### src/rtl/smc_cfreg_bank_if.sv
// Register-access bus for the SMC config register bank.
// The master drives strobes, address and write data; the slave returns registered responses.
interface smc_cfreg_bank_if #(
  parameter int unsigned ADDR_W = 3
);
  logic              selreg;
  logic              wr_en;
  logic [ADDR_W-1:0] addr;
  logic [31:0]       wdata;
  logic [31:0]       rdata;
  logic              rvalid;
  logic              wr_err;

  modport master (
    output selreg, wr_en, addr, wdata,
    input  rdata, rvalid, wr_err
  );

  modport slave (
    input  selreg, wr_en, addr, wdata,
    output rdata, rvalid, wr_err
  );
endinterface

### src/rtl/smc_cfreg_bank.sv
// SMC config register bank: per-CS shadow registers committed to active registers once the SMC is idle.
// Optional SMC_CFREG_PARITY_EN adds even parity on the active registers and a sticky par_err output.
module smc_cfreg_bank #(
  parameter int unsigned NUM_CS    = 4,
  parameter int unsigned ADDR_W    = 3,
  parameter logic [31:0] RESET_CFG = 32'hC000_0001
) (
  input  logic                   hclk,
  input  logic                   n_sys_reset,
  smc_cfreg_bank_if.slave        bus,
  input  logic                   commit,
  input  logic                   smc_idle,
  output logic                   commit_busy,
  output logic                   commit_done,
  output logic [NUM_CS*32-1:0]   cs_config
`ifdef SMC_CFREG_PARITY_EN
  ,
  output logic                   par_err
`endif
);

`ifdef SMC_CFREG_PARITY_EN
  localparam logic PAR_CAP = 1'b1;
`else
  localparam logic PAR_CAP = 1'b0;
`endif

  localparam logic [31:0] CAP_WORD = {1'b1, 1'b1, PAR_CAP, 21'h0, 8'(NUM_CS)};
  localparam logic [ADDR_W-1:0] CAP_ADDR = ADDR_W'(NUM_CS);

  typedef enum logic [1:0] {
    ST_IDLE  = 2'd0,
    ST_WAIT  = 2'd1,
    ST_APPLY = 2'd2,
    ST_DONE  = 2'd3
  } state_t;

  state_t      state_q;
  state_t      state_d;

  logic [31:0] shadow [NUM_CS];
  logic [31:0] active [NUM_CS];
  logic [31:0] rd_word;
  logic        wr_req;
  logic        wr_ok;

  // ---------------------------------------------------------------------------
  // Commit FSM
  // ---------------------------------------------------------------------------
  always_ff @(posedge hclk or negedge n_sys_reset) begin
    if (!n_sys_reset) begin
      state_q <= ST_IDLE;
    end else begin
      state_q <= state_d;
    end
  end

  always_comb begin
    state_d     = state_q;
    commit_busy = 1'b1;
    commit_done = 1'b0;
    case (state_q)
      ST_IDLE: begin
        commit_busy = 1'b0;
        if (commit) state_d = ST_WAIT;
      end
      ST_WAIT: begin
        if (smc_idle) state_d = ST_APPLY;
      end
      ST_APPLY: begin
        state_d = ST_DONE;
      end
      ST_DONE: begin
        commit_done = 1'b1;
        state_d     = ST_IDLE;
      end
      default: begin
        state_d = ST_IDLE;
      end
    endcase
  end

  // ---------------------------------------------------------------------------
  // Register access
  // ---------------------------------------------------------------------------
  // Shadows are frozen for the whole commit, so a write is accepted only from IDLE;
  // a write in the same IDLE cycle as commit therefore lands before APPLY copies it.
  assign wr_req = bus.selreg & bus.wr_en;
  assign wr_ok  = wr_req & (bus.addr < CAP_ADDR) & ~commit_busy;

  always_comb begin
    rd_word = '0;
    if (bus.addr == CAP_ADDR) rd_word = CAP_WORD;
    for (int unsigned i = 0; i < NUM_CS; i++) begin
      if (bus.addr == ADDR_W'(i)) rd_word = shadow[i];
    end
  end

  always_ff @(posedge hclk or negedge n_sys_reset) begin
    if (!n_sys_reset) begin
      for (int unsigned i = 0; i < NUM_CS; i++) shadow[i] <= RESET_CFG;
    end else if (wr_ok) begin
      for (int unsigned i = 0; i < NUM_CS; i++) begin
        if (bus.addr == ADDR_W'(i)) shadow[i] <= bus.wdata;
      end
    end
  end

  always_ff @(posedge hclk or negedge n_sys_reset) begin
    if (!n_sys_reset) begin
      bus.rdata  <= '0;
      bus.rvalid <= 1'b0;
      bus.wr_err <= 1'b0;
    end else begin
      bus.rvalid <= bus.selreg & ~bus.wr_en;
      bus.wr_err <= wr_req & ~wr_ok;
      if (bus.selreg && !bus.wr_en) bus.rdata <= rd_word;
    end
  end

  // ---------------------------------------------------------------------------
  // Active registers
  // ---------------------------------------------------------------------------
  always_ff @(posedge hclk or negedge n_sys_reset) begin
    if (!n_sys_reset) begin
      for (int unsigned i = 0; i < NUM_CS; i++) active[i] <= RESET_CFG;
    end else if (state_q == ST_APPLY) begin
      for (int unsigned i = 0; i < NUM_CS; i++) active[i] <= shadow[i];
    end
  end

  always_comb begin
    cs_config = '0;
    for (int unsigned i = 0; i < NUM_CS; i++) cs_config[32*i +: 32] = active[i];
  end

`ifdef SMC_CFREG_PARITY_EN
  logic [NUM_CS-1:0] active_par;
  logic [NUM_CS-1:0] par_bad;

  always_ff @(posedge hclk or negedge n_sys_reset) begin
    if (!n_sys_reset) begin
      for (int unsigned i = 0; i < NUM_CS; i++) active_par[i] <= ^RESET_CFG;
    end else if (state_q == ST_APPLY) begin
      for (int unsigned i = 0; i < NUM_CS; i++) active_par[i] <= ^shadow[i];
    end
  end

  always_comb begin
    par_bad = '0;
    for (int unsigned i = 0; i < NUM_CS; i++) par_bad[i] = (^active[i]) ^ active_par[i];
  end

  always_ff @(posedge hclk or negedge n_sys_reset) begin
    if (!n_sys_reset) begin
      par_err <= 1'b0;
    end else if (|par_bad) begin
      par_err <= 1'b1;
    end
  end
`endif

endmodule

### src/flat_wrapper.sv
// flat-port wrapper written by rule: the top's interface ports become plain ports
module smc_cfreg_bank_flat 
#(
  parameter int unsigned NUM_CS    = 4,
  parameter int unsigned ADDR_W    = 3,
  parameter logic [31:0] RESET_CFG = 32'hC000_0001
)
  (hclk, n_sys_reset, commit, smc_idle, commit_busy, commit_done, cs_config, bus_selreg, bus_wr_en, bus_addr, bus_wdata, bus_rdata, bus_rvalid, bus_wr_err);
  smc_cfreg_bank_if #(.ADDR_W(ADDR_W)) bus_i ();
  input  logic hclk;
  input  logic n_sys_reset;
  input  logic commit;
  input  logic smc_idle;
  output logic commit_busy;
  output logic commit_done;
  output logic [NUM_CS*32-1:0] cs_config;
  input wire logic [$bits(bus_i.selreg)-1:0] bus_selreg;
  input wire logic [$bits(bus_i.wr_en)-1:0] bus_wr_en;
  input wire logic [$bits(bus_i.addr)-1:0] bus_addr;
  input wire logic [$bits(bus_i.wdata)-1:0] bus_wdata;
  output wire logic [$bits(bus_i.rdata)-1:0] bus_rdata;
  output wire logic [$bits(bus_i.rvalid)-1:0] bus_rvalid;
  output wire logic [$bits(bus_i.wr_err)-1:0] bus_wr_err;
  assign bus_i.selreg = bus_selreg;
  assign bus_i.wr_en = bus_wr_en;
  assign bus_i.addr = bus_addr;
  assign bus_i.wdata = bus_wdata;
  assign bus_rdata = bus_i.rdata;
  assign bus_rvalid = bus_i.rvalid;
  assign bus_wr_err = bus_i.wr_err;
  smc_cfreg_bank #(.NUM_CS(NUM_CS), .ADDR_W(ADDR_W), .RESET_CFG(RESET_CFG)) u_core (.hclk(hclk), .n_sys_reset(n_sys_reset), .bus(bus_i), .commit(commit), .smc_idle(smc_idle), .commit_busy(commit_busy), .commit_done(commit_done), .cs_config(cs_config));
endmodule
### config.mk
export PLATFORM = sky130hd
export DESIGN_NAME = smc_cfreg_bank_flat
export DESIGN_NICKNAME = d
export VERILOG_FILES = /design/src/rtl/smc_cfreg_bank_if.sv /design/src/rtl/smc_cfreg_bank.sv /design/src/flat_wrapper.sv
export SDC_FILE = /design/constraint.sdc
export NUM_CORES = 1
export LEC_CHECK = 0
export CORE_ASPECT_RATIO = 1.25
export CORE_UTILIZATION = 53
export CTS_CLUSTER_SIZE = 30
export DETAILED_ROUTE_END_ITERATION = 7
export GPL_ROUTABILITY_DRIVEN = 1
export GPL_TIMING_DRIVEN = 0
export PLACE_DENSITY_LB_ADDON = 0.12
export SYNTH_ARGS = -nofsm -noshare
export SYNTH_HDL_FRONTEND = slang
export SYNTH_SLANG_ARGS = --single-unit
### constraint.sdc
create_clock -name hclk -period 2.4 [get_ports hclk]
set_input_delay 0.72 -clock hclk [delete_from_list [all_inputs] [get_ports hclk]]
set_output_delay 0.72 -clock hclk [all_outputs]
set_load 0.005 [all_outputs]
# == Word level (Yosys, flattened, before mapping) ==
# Cells that the tools add are included.
# classes
addsub,0
multipliers,0
div_mod_pow,0
order_cmp,1
eq_ne,9
shift,0
mux,10
bitwise_logic,7
reduce_logical,9
# ops
op,n
32-bit 2-to-1 mux,5
2-bit AND reduction,5
2-bit case mux with 4 select lines,1
"3-bit by 2-bit == test with 1-bit output, second input constant",2
1-bit bitwise AND,5
"2-bit == test, second input constant",2
2-bit 2-to-1 mux,2
"2-bit inequality test, second input constant",2
"3-bit by 1-bit == test with 1-bit output, second input constant",1
"3-bit == test, second input constant",1
3-bit logical NOT,1
"3-bit less-than comparator, second input constant",1
"2-bit by 1-bit == test with 1-bit output, second input constant",1
2-bit logical NOT,1
1-bit 2-to-1 mux,2
1-bit NOT,2
1-bit logical AND,1
1-bit logical NOT,1
# word_totals
regBits,292
latchBits,0
ram_bits,0
mem_bits_ro,0
input_bits,41
wordCells,48
mem_count,0

# == Longest topological paths before layout ==
# logic_depth
ltp_word,6
ltp_mapped,7
mapped_depth_nobuf,5

# == Worst setup path before layout ==
# OpenSTA, ideal clock, no wires.
# synth_timing
kind,input to register
start,input port bus_addr[2]
end,register u_core.shadow[100] in the netlist's numbering
arrival_ns,1.914
t_required_ns,2.275
setup_slack_ns,0.361
path_stages,6
path_cell_list,buf_6 -> nand4b_4 -> or3_1 -> buf_6 -> buf_12 -> mux2_4
# synth_via
elab_chain_cells,4
word_cells_on_any_way,5
# synth_rtl
item,line_no,rtl
start: declaration,flat_wrapper.sv:19,input wire logic [$bits(bus_i.addr)-1:0] bus_addr;
3-bit less-than comparator,smc_cfreg_bank.sv:89,assign wr_ok = wr_req & (bus.addr < CAP_ADDR) & ~commit_busy;
1-bit bitwise AND (2 in series),smc_cfreg_bank.sv:89,
2-bit AND reduction (no line) *,--,
end signal: indexed assignment,smc_cfreg_bank.sv:104,if (bus.addr == ADDR_W'(i)) shadow[i] <= bus.wdata;
end: declaration,smc_cfreg_bank.sv:41,logic [31:0] shadow [NUM_CS];
# Every way passes the cells marked *; elsewhere a longest branch is shown, timed or not.
# A chain may end at the register's enable or synchronous reset.

# == Final worst setup path ==
# layout_timing
start,register u_core.state_q[1]
end,output port commit_busy
# layout_via
elab_chain_cells,2
# layout_rtl
item,line_no,rtl
start: declaration,smc_cfreg_bank.sv:38,state_t state_q;
start signal: assignment,smc_cfreg_bank.sv:54,state_q <= state_d;
2-bit logical NOT,smc_cfreg_bank.sv:62,case (state_q)
1-bit 2-to-1 mux,smc_cfreg_bank.sv:62,
end: declaration,flat_wrapper.sv:14,output logic commit_busy;
# Every way passes these cells.

==> summary by stage <==
Status
The flow ran to the end, and the final reports show no timing, DRC or antenna violations.

Timing
Setup repair after global routing left no endpoint under its margin. The slew of the pin with the lowest slew margin is between 0.8 and 0.9 ns. Setup violations remaining at the end of the flow were counted as 0. The worst path needs approximately 2.3 ns of the cycle, external delays included.

The fmax is between 400 and 500 MHz. In the finished design, the share of the clock period the worst path needs comes to 97.9%. The final max-slew violation count is 0. The count of endpoints failing hold in the final timing report is 0. The setup clock skew after layout is around 0.0094 ns. The relative max-transition margin is 42.8%.

Final layout
The utilization of the core after routing is a little over two thirds. The area growth from synthesis to layout is 28.3%. The post-route netlist has roughly two fifths of its cells at a drive strength greater than 1. The antenna cell count is 0. Once layout is done, the placed cells without fillers occupy between 15000 and 20000 µm².

The number of nets at the end of the flow is 972. The layout has 1487 filler cells.

Setup path
The destination of the worst register-to-register timing path is u_core.cs_config[47]. The arrival time of the worst setup path is 1.63 ns. In this run the critical register-to-register path is launched from u_core.state_q[0].

The largest driver fanout on the critical path is 3. STA classifies the critical path endpoint as an output pin. The number of cell instances on the worst register-to-register path is 5.

The worst setup path is launched from a flop. The flop-to-flop setup slack is 0.11 ns. The required time of the critical path is ~1.7 ns. The kind of critical path is reg -> out.

Die
The initial utilization of the core area, before any placement, comes to 54.6%. From left edge to right edge, the die measures roughly 140 µm. The area enclosed by the die boundary is about 23000 µm².

The placeable core region is 21700 µm². For this design the top-level I/O count stands at 205. The overall die height is 169 µm. The placement row count is 60.

Synth
The simple-gate portion of the synthesized area is between 1 and 1.5%. The synthesized netlist devotes less than 1% of its cell area to adder and majority cells. The gate count of the mapped netlist is 691.

In this run, synthesis produced a sequential element count of between 200 and 300. The number of library cell types mapped by synthesis is 28. The number of nets in the synthesized netlist is ~740. The mean area per synthesized cell is ~17 µm². Multiplexer cells account for between 30% and 40% of the synthesized area. The synthesized netlist devotes 0% of its cell area to XOR and XNOR gates. Ranked by total cell area, the synthesized netlist is headed by sky130_fd_sc_hd__dfrtp_1, sky130_fd_sc_hd__mux2_2, sky130_fd_sc_hd__mux4_2. The proportion of netlist area held by the largest area contributor is 56.6%. After synthesis, the largest family of logic cells by area is multiplexers.

The mapped netlist covers about 12000 µm². After synthesis, flip-flops and latches occupy between 60% and 70% of the total area. The share of the synthesized area in compound gates (AO/OA/AOI/OAI) is under 10%. For this run, the number of Yosys warnings is 0. Summed over all instances, the cell type with the most area after synthesis is sky130_fd_sc_hd__dfrtp_1.

Pwr
The power consumption is about 18 mW. The cell internal power dissipation is between 10 and 15 mW. Combinational logic is responsible for approximately 31% of the overall power.

Of the total power, the clock network draws between 20% and 30%. Summed over all nets, the switching power comes to approximately 4.9 mW. Sequential cells account for 44.4% of the total power. The maximum ir drop on the vdd rail is 0.643 mV. The static leakage power is 7.03 nW. In this run switching power makes up roughly 28% of total power. For this design the ratio of total power to cell area is roughly 1200 nW/µm².

Clock network
In this run, CTS created clock tree buffers numbering 28. The CTS tree is built. In this run the number of H-tree levels came out at 1.

The hold buffer count at CTS is 0. The maximum buffer depth of the clock tree is 3. The number of clock sinks is around 290. CTS placed an instance of sky130_fd_sc_hd__clkbuf_16 at the clock tree root. Clock-pin slew was measured on the worst setup and hold paths at around 0.060 ns. The worst-skew pair later-pin latency is around 0.53 ns.

GRT
The number of antenna violations at the first check in global routing was 1. Global routing used between 20% and 30% of the available tracks across all layers. The global-route wire length before repair is 44900 µm. The number of global-route vias before repair is about 7700. Entering global routing, the biggest net connects roughly 120 pins. Global routing finished with a remaining overflow of 0.

Place
Routability-driven placement finished with a final weighted congestion of 0.809. The area of placed instances is about 14000 µm². The estimated wirelength of the detail-placed design is 19300 µm.

Buffers placed on the I/O ports in this run total between 200 and 250.

Routing
After detailed routing, the total wire length is 28700 µm. Before antenna repair, the detailed router went through 6 iterations. The count of nets left with antenna violations after detail routing is 0. For this run, design rule violations remaining after detail routing come to 0. The routed length per instance is 23.4 µm.

The total number of vias is around 6900. The violation count after the first detailed-routing iteration is ~320. The detail-routed via count per cell is roughly 5.7.

Hold path
The worst min-delay path class is in -> async.

Flow run
The number of max-capacitance violations reported is 0.
[metrics by stage]
| stage | cells | TNS, ns | hold WS [ns] | worst slack (ns) |
|---|---|---|---|---|
| 3_3_place_gp | 1172 | -3124.79 | 0.488 | -10.87 |
| 3_5_place_dp | 1174 | -44.75 | 0.494 | -0.431 |
| 2_1_floorplan | 691 | 0 | 0.424 | 0.361 |
| 4_1_cts | 1227 | 0 | 0.245 | 0.0119 |
| 6_report | 1227 | 0 | 0.198 | 0.0505 |
| 5_1_grt | 1227 | 0 | 0.276 | 0.00252 |
[state kept, by name, summed over array words and instances (netlist names)]
name / count
u_core.shadow: 128
u_core.bus.rdata: 32
u_core.state_q: 2
u_core.cs_config: 128
u_core.bus.wr_err: 1
u_core.bus.rvalid: 1
[cell usage after synthesis]
cell,instances
sky130_fd_sc_hd__buf_2,15
sky130_fd_sc_hd__buf_12,3
sky130_fd_sc_hd__clkbuf_8,1
sky130_fd_sc_hd__inv_1,5
sky130_fd_sc_hd__mux2i_1,1
sky130_fd_sc_hd__buf_1,1
sky130_fd_sc_hd__mux2_4,30
sky130_fd_sc_hd__clkbuf_1,18
sky130_fd_sc_hd__buf_4,3
sky130_fd_sc_hd__o211a_1,1
sky130_fd_sc_hd__nand4b_4,1
sky130_fd_sc_hd__nor3b_2,2
sky130_fd_sc_hd__buf_6,2
sky130_fd_sc_hd__ha_1,5
sky130_fd_sc_hd__o22ai_1,4
sky130_fd_sc_hd__nand2_1,1
sky130_fd_sc_hd__nor4_1,3
sky130_fd_sc_hd__mux4_2,29
sky130_fd_sc_hd__or4b_2,1
sky130_fd_sc_hd__mux2_2,230
sky130_fd_sc_hd__or3_1,1
sky130_fd_sc_hd__a22o_1,29
sky130_fd_sc_hd__nand2b_1,1
sky130_fd_sc_hd__nor2_1,6
sky130_fd_sc_hd__dfstp_2,24
sky130_fd_sc_hd__o221a_2,3
sky130_fd_sc_hd__nor3_1,3
sky130_fd_sc_hd__dfrtp_1,268
[area by class of cell]
class / instances / area (µm²) / area share (%)
flip-flops and latches: 292 / 7340 / 48.3
well taps: 279 / 349 / 2.30
repair buffers: 205 / 2090 / 13.7
clock inverters: 3 / 15.0 / 0.0988
plain buffers: 43 / 269 / 1.77
clock buffers: 49 / 891 / 5.86
multi-input cells: 351 / 4220 / 27.8
inverters: 5 / 18.8 / 0.124
[placed cells by master (no fill, tap or decap), drive strengths merged, types with 2 or more instances in the layout]
cell,instances
mux4,29
dlygate4sd2,2
clkbuf,68
nor2,6
inv,5
nor4,3
ha,5
nor3b,2
dfrtp,268
o22ai,4
dfstp,24
mux2,260
buf,28
a22o,29
clkinv,3
nor3,3
o221a,3
clkdlybuf4s50,199
[kinds of logic after synthesis]
| kind of cell | Yosys count |
|---|---|
| muxes | 290 |
| DFF | 292 |
| buffers and inverters | 48 |
| AOI/OAI and AO/OA | 37 |
| adders and majority gates | 5 |
| and+or+nand+nor | 19 |
[worst max-delay path, stage by stage (launching register included)]
cell	delay, ns
sky130_fd_sc_hd__dfrtp_1	0.40
sky130_fd_sc_hd__inv_1	0.11
sky130_fd_sc_hd__ha_2	0.23
sky130_fd_sc_hd__inv_2	0.07
sky130_fd_sc_hd__dlygate4sd2_1	0.28
[routing by layer]
layer	wire length [µm]	GRT usage, %	up-vias
li1	-	-	3008
met1	11600	33.6	3693
met4	700	7.67	2
met2	14800	44.5	200
met3	1600	5.18	43
met5	11	0	-
[power groups by stage]
stage / clock network, mW / registers (mW) / logic (mW)
after floorplan: 0 / 7.58 / 3.12
after global routing: 4.56 / 8.05 / 5.93
after detailed placement: 0 / 7.91 / 5.58
final: 4.31 / 7.85 / 5.54
after CTS: 4.37 / 7.84 / 5.62
after global placement: 0 / 7.78 / 5.39
[repair_timing]
item                                    CTS  global route
resized for setup                         4             8
endpoints found under the setup margin    1            74
setup buffers                             1             0
pin swaps                                 0             0
[worst max path at each step]
stage                                  from                    end  slack [ns]
after floorplan                 bus_addr[2]     u_core.shadow[100]        0.36
after global placement          n_sys_reset  u_core.cs_config[108]      -10.87
after detailed placement         bus_selreg      u_core.shadow[89]       -0.43
after CTS                 u_core.state_q[0]            commit_busy        0.01
after global routing      u_core.state_q[1]            commit_busy       0.003
final                     u_core.state_q[1]            commit_busy        0.05
No activity file was read; power rests on OpenSTA's default activity.
